File: config.mk
export PLATFORM = sky130hd
export DESIGN_NAME = ref_force_wb_arbiter_flat
export DESIGN_NICKNAME = d
export VERILOG_FILES = /design/src/rtl/ref_force_wb_arbiter_pkg.sv /design/src/rtl/ref_force_wb_arbiter_if.sv /design/src/rtl/ref_force_wb_arbiter_rr.sv /design/src/rtl/ref_force_wb_arbiter.sv /design/src/flat_wrapper.sv
export SDC_FILE = /design/constraint.sdc
export NUM_CORES = 2
export LEC_CHECK = 0
export ABC_CLOCK_PERIOD_IN_PS = 5700
export CORE_AREA = 2 2 394 396
export DETAILED_ROUTE_END_ITERATION = 10
export DIE_AREA = 0 0 396 398
export MAX_ROUTING_LAYER = met4
export SKIP_LAST_GASP = 1
export SYNTH_ARGS = -nofsm -noshare
export SYNTH_HDL_FRONTEND = slang
export SYNTH_SLANG_ARGS = --single-unit
File: constraint.sdc
create_clock -name clk -period 5.7 [get_ports clk]
set_input_delay 1.14 -clock clk [delete_from_list [all_inputs] [get_ports clk]]
set_output_delay 1.14 -clock clk [all_outputs]
set_load 0.05 [all_outputs]
File: src/rtl/ref_force_wb_arbiter_pkg.sv
// Shared types and constants for the reference-force writeback path (package md_wb_pkg).
package md_wb_pkg;
    localparam int DATA_WIDTH        = 32;
    localparam int PARTICLE_ID_WIDTH = 20;
    localparam int CELL_ID_WIDTH     = 3;
    localparam int NUM_ACC           = 7;
    localparam int ID_WIDTH          = 3 * CELL_ID_WIDTH + PARTICLE_ID_WIDTH;
    localparam int LANE_WIDTH        = 3;

    localparam logic [CELL_ID_WIDTH-1:0] CELL_1 = 3'd1;
    localparam logic [CELL_ID_WIDTH-1:0] CELL_2 = 3'd2;
    localparam logic [CELL_ID_WIDTH-1:0] CELL_3 = 3'd3;

    typedef struct packed {
        logic [CELL_ID_WIDTH-1:0]     cell_x;
        logic [CELL_ID_WIDTH-1:0]     cell_y;
        logic [CELL_ID_WIDTH-1:0]     cell_z;
        logic [PARTICLE_ID_WIDTH-1:0] particle;
    } full_id_t;

    typedef struct packed {
        logic [DATA_WIDTH-1:0] x;
        logic [DATA_WIDTH-1:0] y;
        logic [DATA_WIDTH-1:0] z;
    } force_vec_t;

    typedef enum logic [1:0] {
        BATCH_IDLE   = 2'd0,
        BATCH_ACTIVE = 2'd1,
        BATCH_DONE   = 2'd2
    } batch_state_t;

    // Folds a lane sum in 0..12 back into 0..6.
    function automatic logic [LANE_WIDTH-1:0] lane_wrap(input logic [LANE_WIDTH:0] v);
        if (v >= 4'(NUM_ACC)) begin
            return LANE_WIDTH'(v - 4'(NUM_ACC));
        end else begin
            return v[LANE_WIDTH-1:0];
        end
    endfunction
endpackage

File: src/rtl/ref_force_wb_arbiter_if.sv
// Accumulator-bank input lanes and force-cache writeback port of ref_force_wb_arbiter.
interface ref_force_wb_arbiter_if;
    import md_wb_pkg::*;

    logic [NUM_ACC-1:0]                 in_valid;
    logic [NUM_ACC-1:0]                 in_start_wb;
    logic [NUM_ACC-1:0][ID_WIDTH-1:0]   in_id;
    logic [NUM_ACC-1:0][DATA_WIDTH-1:0] in_force_x;
    logic [NUM_ACC-1:0][DATA_WIDTH-1:0] in_force_y;
    logic [NUM_ACC-1:0][DATA_WIDTH-1:0] in_force_z;
    logic                               out_wb_valid;
    logic                               out_wb_ready;
    logic [ID_WIDTH-1:0]                out_wb_id;
    logic [DATA_WIDTH-1:0]              out_wb_force_x;
    logic [DATA_WIDTH-1:0]              out_wb_force_y;
    logic [DATA_WIDTH-1:0]              out_wb_force_z;
    logic [LANE_WIDTH-1:0]              out_wb_lane;
    logic                               out_busy;
    logic                               out_batch_done;
    logic [2:0]                         out_batch_count;
    logic                               out_overflow;

    modport master (
        output in_valid, in_start_wb, in_id, in_force_x, in_force_y, in_force_z, out_wb_ready,
        input  out_wb_valid, out_wb_id, out_wb_force_x, out_wb_force_y, out_wb_force_z,
        input  out_wb_lane, out_busy, out_batch_done, out_batch_count, out_overflow
    );

    modport slave (
        input  in_valid, in_start_wb, in_id, in_force_x, in_force_y, in_force_z, out_wb_ready,
        output out_wb_valid, out_wb_id, out_wb_force_x, out_wb_force_y, out_wb_force_z,
        output out_wb_lane, out_busy, out_batch_done, out_batch_count, out_overflow
    );
endinterface

File: src/rtl/ref_force_wb_arbiter_rr.sv
// wb_rr_arbiter: round-robin grant over seven requesters; pointer moves past the winner on advance.
module wb_rr_arbiter
    import md_wb_pkg::*;
(
    input  logic                  clk,
    input  logic                  rst,
    input  logic [NUM_ACC-1:0]    request,
    input  logic                  advance,
    output logic [NUM_ACC-1:0]    grant,
    output logic [LANE_WIDTH-1:0] grant_idx,
    output logic                  grant_valid
);
    logic [LANE_WIDTH-1:0] rr_ptr_r;
    logic [LANE_WIDTH-1:0] idx_s;

    // Scan downward so the requester nearest the pointer is the last one written.
    always_comb begin
        idx_s       = 3'd0;
        grant_idx   = 3'd0;
        grant_valid = 1'b0;
        for (int k = NUM_ACC - 1; k >= 0; k--) begin
            idx_s = lane_wrap({1'b0, rr_ptr_r} + 4'(k));
            if (request[idx_s]) begin
                grant_idx   = idx_s;
                grant_valid = 1'b1;
            end else begin
                grant_idx   = grant_idx;
                grant_valid = grant_valid;
            end
        end
        grant = grant_valid ? 7'(7'd1 << grant_idx) : 7'd0;
    end

    // Round-robin pointer update.
    always_ff @(posedge clk or negedge rst) begin
        if (!rst) begin
            rr_ptr_r <= 3'd0;
        end else if (advance && grant_valid) begin
            rr_ptr_r <= lane_wrap({1'b0, grant_idx} + 4'd1);
        end else begin
            rr_ptr_r <= rr_ptr_r;
        end
    end
endmodule

File: src/rtl/ref_force_wb_arbiter.sv
// Seven-lane reference-force writeback arbiter with batch tracking.
// Optional overflow detection is enabled by defining REF_WB_OVERFLOW_CHECK_EN.
module ref_force_wb_arbiter
    import md_wb_pkg::*;
(
    input  logic                   clk,
    input  logic                   rst,
    ref_force_wb_arbiter_if.slave  bus
);
    logic [NUM_ACC-1:0]               pending_r;
    full_id_t [NUM_ACC-1:0]           slot_id_r;
    force_vec_t [NUM_ACC-1:0]         slot_force_r;
    logic                             wb_valid_r;
    full_id_t                         wb_id_r;
    force_vec_t                       wb_force_r;
    logic [LANE_WIDTH-1:0]            wb_lane_r;
    batch_state_t                     state_r;
    logic [2:0]                       batch_cnt_r;
    logic                             batch_done_r;
    logic [2:0]                       batch_count_r;
    logic [NUM_ACC-1:0]               grant_s;
    logic [LANE_WIDTH-1:0]            grant_idx_s;
    logic                             grant_valid_s;
    logic                             advance_s;
    logic                             fire_s;
    logic                             handshake_s;
    logic                             drained_s;

    assign advance_s   = ~wb_valid_r | bus.out_wb_ready;
    assign fire_s      = advance_s & grant_valid_s;
    assign handshake_s = wb_valid_r & bus.out_wb_ready;
    assign drained_s   = ~(|pending_r) & ~wb_valid_r & ~(|bus.in_valid);

    wb_rr_arbiter u_arb (
        .clk         (clk),
        .rst         (rst),
        .request     (pending_r),
        .advance     (advance_s),
        .grant       (grant_s),
        .grant_idx   (grant_idx_s),
        .grant_valid (grant_valid_s)
    );

    // Holding slots: a capture wins over a same-edge grant, so pending stays set.
    always_ff @(posedge clk or negedge rst) begin
        if (!rst) begin
            pending_r    <= '0;
            slot_id_r    <= '0;
            slot_force_r <= '0;
        end else begin
            for (int i = 0; i < NUM_ACC; i++) begin
                if (bus.in_valid[i]) begin
                    pending_r[i]    <= 1'b1;
                    slot_id_r[i]    <= bus.in_id[i];
                    slot_force_r[i] <= {bus.in_force_x[i], bus.in_force_y[i], bus.in_force_z[i]};
                end else if (fire_s && grant_s[i]) begin
                    pending_r[i] <= 1'b0;
                end else begin
                    pending_r[i] <= pending_r[i];
                end
            end
        end
    end

    // Output word register; fields only change on a grant, so they hold during backpressure.
    always_ff @(posedge clk or negedge rst) begin
        if (!rst) begin
            wb_valid_r <= 1'b0;
            wb_id_r    <= '0;
            wb_force_r <= '0;
            wb_lane_r  <= 3'd0;
        end else if (fire_s) begin
            wb_valid_r <= 1'b1;
            wb_id_r    <= slot_id_r[grant_idx_s];
            wb_force_r <= slot_force_r[grant_idx_s];
            wb_lane_r  <= grant_idx_s;
        end else if (bus.out_wb_ready) begin
            wb_valid_r <= 1'b0;
        end else begin
            wb_valid_r <= wb_valid_r;
        end
    end

    // Batch tracking FSM with registered completion pulse and count.
    always_ff @(posedge clk or negedge rst) begin
        if (!rst) begin
            state_r       <= BATCH_IDLE;
            batch_cnt_r   <= 3'd0;
            batch_done_r  <= 1'b0;
            batch_count_r <= 3'd0;
        end else begin
            case (state_r)
                BATCH_IDLE: begin
                    batch_done_r <= 1'b0;
                    if (|bus.in_start_wb) begin
                        state_r     <= BATCH_ACTIVE;
                        batch_cnt_r <= 3'd0;
                    end else begin
                        state_r <= BATCH_IDLE;
                    end
                end
                BATCH_ACTIVE: begin
                    if (handshake_s && (batch_cnt_r != 3'd7)) begin
                        batch_cnt_r <= batch_cnt_r + 3'd1;
                    end else begin
                        batch_cnt_r <= batch_cnt_r;
                    end
                    if (drained_s) begin
                        state_r       <= BATCH_DONE;
                        batch_done_r  <= 1'b1;
                        batch_count_r <= batch_cnt_r;
                    end else begin
                        state_r      <= BATCH_ACTIVE;
                        batch_done_r <= 1'b0;
                    end
                end
                BATCH_DONE: begin
                    state_r      <= BATCH_IDLE;
                    batch_done_r <= 1'b0;
                end
                default: begin
                    state_r      <= BATCH_IDLE;
                    batch_done_r <= 1'b0;
                end
            endcase
        end
    end

`ifdef REF_WB_OVERFLOW_CHECK_EN
    logic               overflow_r;
    logic [NUM_ACC-1:0] ovf_s;

    assign ovf_s = bus.in_valid & pending_r & ~({NUM_ACC{fire_s}} & grant_s);

    // Sticky overflow flag, cleared only by reset.
    always_ff @(posedge clk or negedge rst) begin
        if (!rst) begin
            overflow_r <= 1'b0;
        end else begin
            overflow_r <= overflow_r | (|ovf_s);
        end
    end

    assign bus.out_overflow = overflow_r;
`else
    assign bus.out_overflow = 1'b0;
`endif

    assign bus.out_wb_valid    = wb_valid_r;
    assign bus.out_wb_id       = wb_id_r;
    assign bus.out_wb_force_x  = wb_force_r.x;
    assign bus.out_wb_force_y  = wb_force_r.y;
    assign bus.out_wb_force_z  = wb_force_r.z;
    assign bus.out_wb_lane     = wb_lane_r;
    assign bus.out_busy        = (|pending_r) | wb_valid_r;
    assign bus.out_batch_done  = batch_done_r;
    assign bus.out_batch_count = batch_count_r;
endmodule

File: src/flat_wrapper.sv
// flat-port wrapper written by rule: the top's interface ports become plain ports
module ref_force_wb_arbiter_flat import md_wb_pkg::*;
  (clk, rst, bus_in_valid, bus_in_start_wb, bus_in_id, bus_in_force_x, bus_in_force_y, bus_in_force_z, bus_out_wb_ready, bus_out_wb_valid, bus_out_wb_id, bus_out_wb_force_x, bus_out_wb_force_y, bus_out_wb_force_z, bus_out_wb_lane, bus_out_busy, bus_out_batch_done, bus_out_batch_count, bus_out_overflow);
  ref_force_wb_arbiter_if bus_i ();
  input  logic clk;
  input  logic rst;
  input wire logic [$bits(bus_i.in_valid)-1:0] bus_in_valid;
  input wire logic [$bits(bus_i.in_start_wb)-1:0] bus_in_start_wb;
  input wire logic [$bits(bus_i.in_id)-1:0] bus_in_id;
  input wire logic [$bits(bus_i.in_force_x)-1:0] bus_in_force_x;
  input wire logic [$bits(bus_i.in_force_y)-1:0] bus_in_force_y;
  input wire logic [$bits(bus_i.in_force_z)-1:0] bus_in_force_z;
  input wire logic [$bits(bus_i.out_wb_ready)-1:0] bus_out_wb_ready;
  output wire logic [$bits(bus_i.out_wb_valid)-1:0] bus_out_wb_valid;
  output wire logic [$bits(bus_i.out_wb_id)-1:0] bus_out_wb_id;
  output wire logic [$bits(bus_i.out_wb_force_x)-1:0] bus_out_wb_force_x;
  output wire logic [$bits(bus_i.out_wb_force_y)-1:0] bus_out_wb_force_y;
  output wire logic [$bits(bus_i.out_wb_force_z)-1:0] bus_out_wb_force_z;
  output wire logic [$bits(bus_i.out_wb_lane)-1:0] bus_out_wb_lane;
  output wire logic [$bits(bus_i.out_busy)-1:0] bus_out_busy;
  output wire logic [$bits(bus_i.out_batch_done)-1:0] bus_out_batch_done;
  output wire logic [$bits(bus_i.out_batch_count)-1:0] bus_out_batch_count;
  output wire logic [$bits(bus_i.out_overflow)-1:0] bus_out_overflow;
  assign bus_i.in_valid = bus_in_valid;
  assign bus_i.in_start_wb = bus_in_start_wb;
  assign bus_i.in_id = bus_in_id;
  assign bus_i.in_force_x = bus_in_force_x;
  assign bus_i.in_force_y = bus_in_force_y;
  assign bus_i.in_force_z = bus_in_force_z;
  assign bus_i.out_wb_ready = bus_out_wb_ready;
  assign bus_out_wb_valid = bus_i.out_wb_valid;
  assign bus_out_wb_id = bus_i.out_wb_id;
  assign bus_out_wb_force_x = bus_i.out_wb_force_x;
  assign bus_out_wb_force_y = bus_i.out_wb_force_y;
  assign bus_out_wb_force_z = bus_i.out_wb_force_z;
  assign bus_out_wb_lane = bus_i.out_wb_lane;
  assign bus_out_busy = bus_i.out_busy;
  assign bus_out_batch_done = bus_i.out_batch_done;
  assign bus_out_batch_count = bus_i.out_batch_count;
  assign bus_out_overflow = bus_i.out_overflow;
  ref_force_wb_arbiter u_core (.clk(clk), .rst(rst), .bus(bus_i));
endmodule
==> impl_metrics.yaml <==
placed_design:
  portBuffers: 1025
  post-dp-hpwl_um: 128000
  gp_congestion: 0.885
  place_ws_ns: 0.249
cells_and_area:
  area_growth_pct: 36.8
  n_fill_cell: 14400
  fin_nets: 5175
  seqCellArea_um2: 25600
  multi_input_area_um2: 19100
  utilization_pct: 40.8
  drive_above_1_share_pct: 30.8
cts:
  clock_path_buffers: 3
  htreeDepth: 3
  cts_tree: "yes"
  clkTransAtPathRegs_ns: 0.06
  clockRootBuffer: "clkbuf_16"
  cts_setup_buffers: 0
  cts_made_buffers: 113
  numClockSinks: 1022
  insertion_delay_ns: 0.75
synthesis:
  synth.most_common_cell: "dfrtp_1"
  synth_top_area_cell: "dfrtp_1"
  netlist_top_cells_count: "1022 x dfrtp_1, 1006 x mux2_2, 161 x clkbuf_1, 149 x mux2i_1, 122 x nor2_1"
  syn_nets: 4184
  synth_top_cell_area_share_pct: 55.9
  netlist_area_um2: 45700
  ys_ff_latch: 1022
  ys_seq_area_share_pct: 55.9
  yosysUniqueCellTypes: 80
  async_reset_ff_share_pct: 100
  ys.warnings.count: 0
  synthTopCellsByArea: "dfrtp_1 56%, mux2_2 25%, mux2i_1 3.3%, a222oi_1 2.3%, mux2_1 1.8%"
  avgSynthCellArea_um2: 14.0
  dominantRegCellSynth: "dfrtp_1"
  syn_inst: 3273
  synth_edf_count: 0
global_routing:
  grt_pass1_wl_um: 253000
  grt_antenna_before_repair: 73
  grt_max_degree: 135
  grt_overflow: 0
  use_met1_pct: 28.5
  track_usage_pct: 22.9
  use_met3_pct: 5.69
  first_global_vias: 34100
  gr-max-usage-layer: "met2"
  grtUsageMet2_pct: 35.6
timing:
  finalHoldViolCount: 0
  holdWs_ns: 0.377
  worst_slack_ns: 0.292
  tns_ns: 0
  setup_viol: 0
  slew-limit-headroom_pct: 28.2
  rsz0062_at_grt: "no"
  finalCriticalPeriod_ns: 5.41
  clock_skew_ns: 0.0394
  tightest_slew_ns: 1.08
  fin_crit_sh_pct: 94.9
  drv_slew: 0
  max_clock_freq_mhz: 185
worst_setup_path:
  worst-path-max-fanout: 59
  start_kind: "flip-flop"
  crit_chain: "inv_1 -> ha_1 -> inv_1 -> or4_1 -> and4_1 -> or4_1 -> a311oi_1 -> a311oi_2 -> or2_4 -> inv_16 -> buf_12 -> mux2_2 -> a222oi_1 -> buf_4 -> o21ai_1"
  startpoint: "u_core.u_arb.rr_ptr_r[0]"
  crit_required_ns: 6.29
  cp_slowest_stage_delay_ns: 0.59
  crit_type: "flip-flop to flip-flop"
  slowest_stage: "or4_1"
  critPathArrivalTime_ns: 6.00
  worst_setup_path_end_kind: "flip-flop"
  r2r-start: "u_core.u_arb.rr_ptr_r[0]"
drt:
  wl_per_cell_um: 27.9
  drtAntennaViolNets: 0
  vias: 32800
  drc_errors: 0
  drtIter0Drc: 2539
  wl_um: 181000
  first_pass_iters: 6
  viasPerCell: 5.06
die:
  die_w_um: 396
  io_pins: 1027
  core_um2: 153000
  dieArea_um2: 158000
  row_count: 144
  die_h_um: 398
  start_util_pct: 29.8
pwr:
  max-vdd-ir-drop_mv: 0.627
  power_density_nw_per_um2: 535
  p_leak_uw: 0.0252
run_status:
  run_status: "finished clean"
flow_run:
  max_cap_viol_count: 0
min_path:
  holdCritPathClass: "input pin to async pin"
placed cells by master, fill, tap and decap left out, types with 5 or more instances in the layout:
master,count
nand2_1,44
buf_6,7
dfrtp_1,1021
nor4_1,6
nor3_1,7
mux2i_1,149
o21ai_1,109
clkinv_16,5
nor2_1,122
buf_4,61
o21ai_0,16
mux2_4,37
nor2b_1,8
o221ai_1,17
clkbuf_1,34
clkbuf_16,114
clkdlybuf4s50_1,1017
clkinv_2,11
ha_1,17
nand3_1,14
bufinv_16,5
mux2_2,1006
buf_12,29
mux2_1,72
a21oi_1,113
mux4_2,6
a222oi_1,107
clkbuf_8,30
inv_1,9
diode_2,74
a21o_1,9
nand2b_1,6
o21a_1,6
a221o_1,18
a22oi_1,18
xnor2_1,8
per-layer routing:
layer / vias up / wire length [um]
met4: 0 / 6390
met5: - / 0
met2: 1233 / 85700
li1: 14200 / -
met1: 17100 / 76300
met3: 267 / 12200
critical path, delay by kind of cell (launching register included):
kind                     cells  cell delay [ns]
AO/OA/AOI/OAI                4             0.93
flip-flops                   1             0.54
buffers and inverters        5             1.23
adder cells (fa/ha/maj)      1             0.42
AND/OR/NAND/NOR              4             1.73
multiplexers                 1             0.36
per-stage QoR:
step	area [um2]	std cells	total power, uW
after floorplan	45700	3273	19700
after global placement	58600	6192	26100
after detailed placement	58600	6193	26100
after CTS	62400	6400	33700
after global routing	62600	6467	35100
final	62600	6474	33500
power by group:
part           total, uW  switching [uW]  internal, uW
registers           9250             832          8420
logic              16700            9910          6800
clock network       7510            3190          4320
total              33500           13900         19500
state kept, by name (all words and copies together), names as in the netlist:
register	flops
u_core.slot_force_r	672
u_core.slot_id_r	203
u_core.bus.out_wb_force_x	32
u_core.bus.out_wb_force_y	32
u_core.bus.out_wb_force_z	32
u_core.bus.out_wb_id	29
u_core.pending_r	7
u_core.batch_cnt_r	3
u_core.bus.out_batch_count	3
u_core.bus.out_wb_lane	3
u_core.u_arb.rr_ptr_r	3
u_core.bus.out_batch_done	1
u_core.bus.out_wb_valid	1
u_core.state_r	1
final cells by class:
cell class | count | area share (%)
antenna | 74 | 0.296
clock buffer | 178 | 5.42
clock inverter | 29 | 0.674
inverter | 11 | 0.0919
multi-input combinational | 2001 | 30.5
sequential | 1022 | 40.9
tap | 2044 | 4.09
timing repair buffer | 1115 | 18.1
final timing paths:
kind	endpoint	slack, ns	cells past startpoint
worst max-delay path	u_core.bus.out_wb_id[28]	0.29	15
worst min-delay path	u_core.slot_force_r[495]	0.38	1
worst max register to register	u_core.bus.out_wb_id[28]	0.29	15
max in group asynchronous	u_core.slot_force_r[154]	3.77	2
min in group clk	u_core.bus.out_wb_lane[0]	0.49	2
worst min register to register	u_core.bus.out_wb_lane[0]	0.49	2
what timing repair did:
item / CTS / global route
hold buffers: 0 / 0
setup endpoints to repair: 0 / 1
resized for setup: 0 / 1
kinds of logic after synthesis:
| logic type | after synthesis | synth area share, % |
|---|---|---|
| AO/OA/AOI/OAI | 456 | 7.04 |
| other | 1 | 0.00820 |
| buffers and inverters | 250 | 2.49 |
| flip-flops | 1022 | 55.9 |
| AND/OR/NAND/NOR | 246 | 2.52 |
| multiplexers | 1270 | 31.3 |
| XOR/XNOR | 9 | 0.172 |
| adder cells (fa/ha/maj) | 19 | 0.553 |
Note: power is estimated with default switching activity, not from simulation.
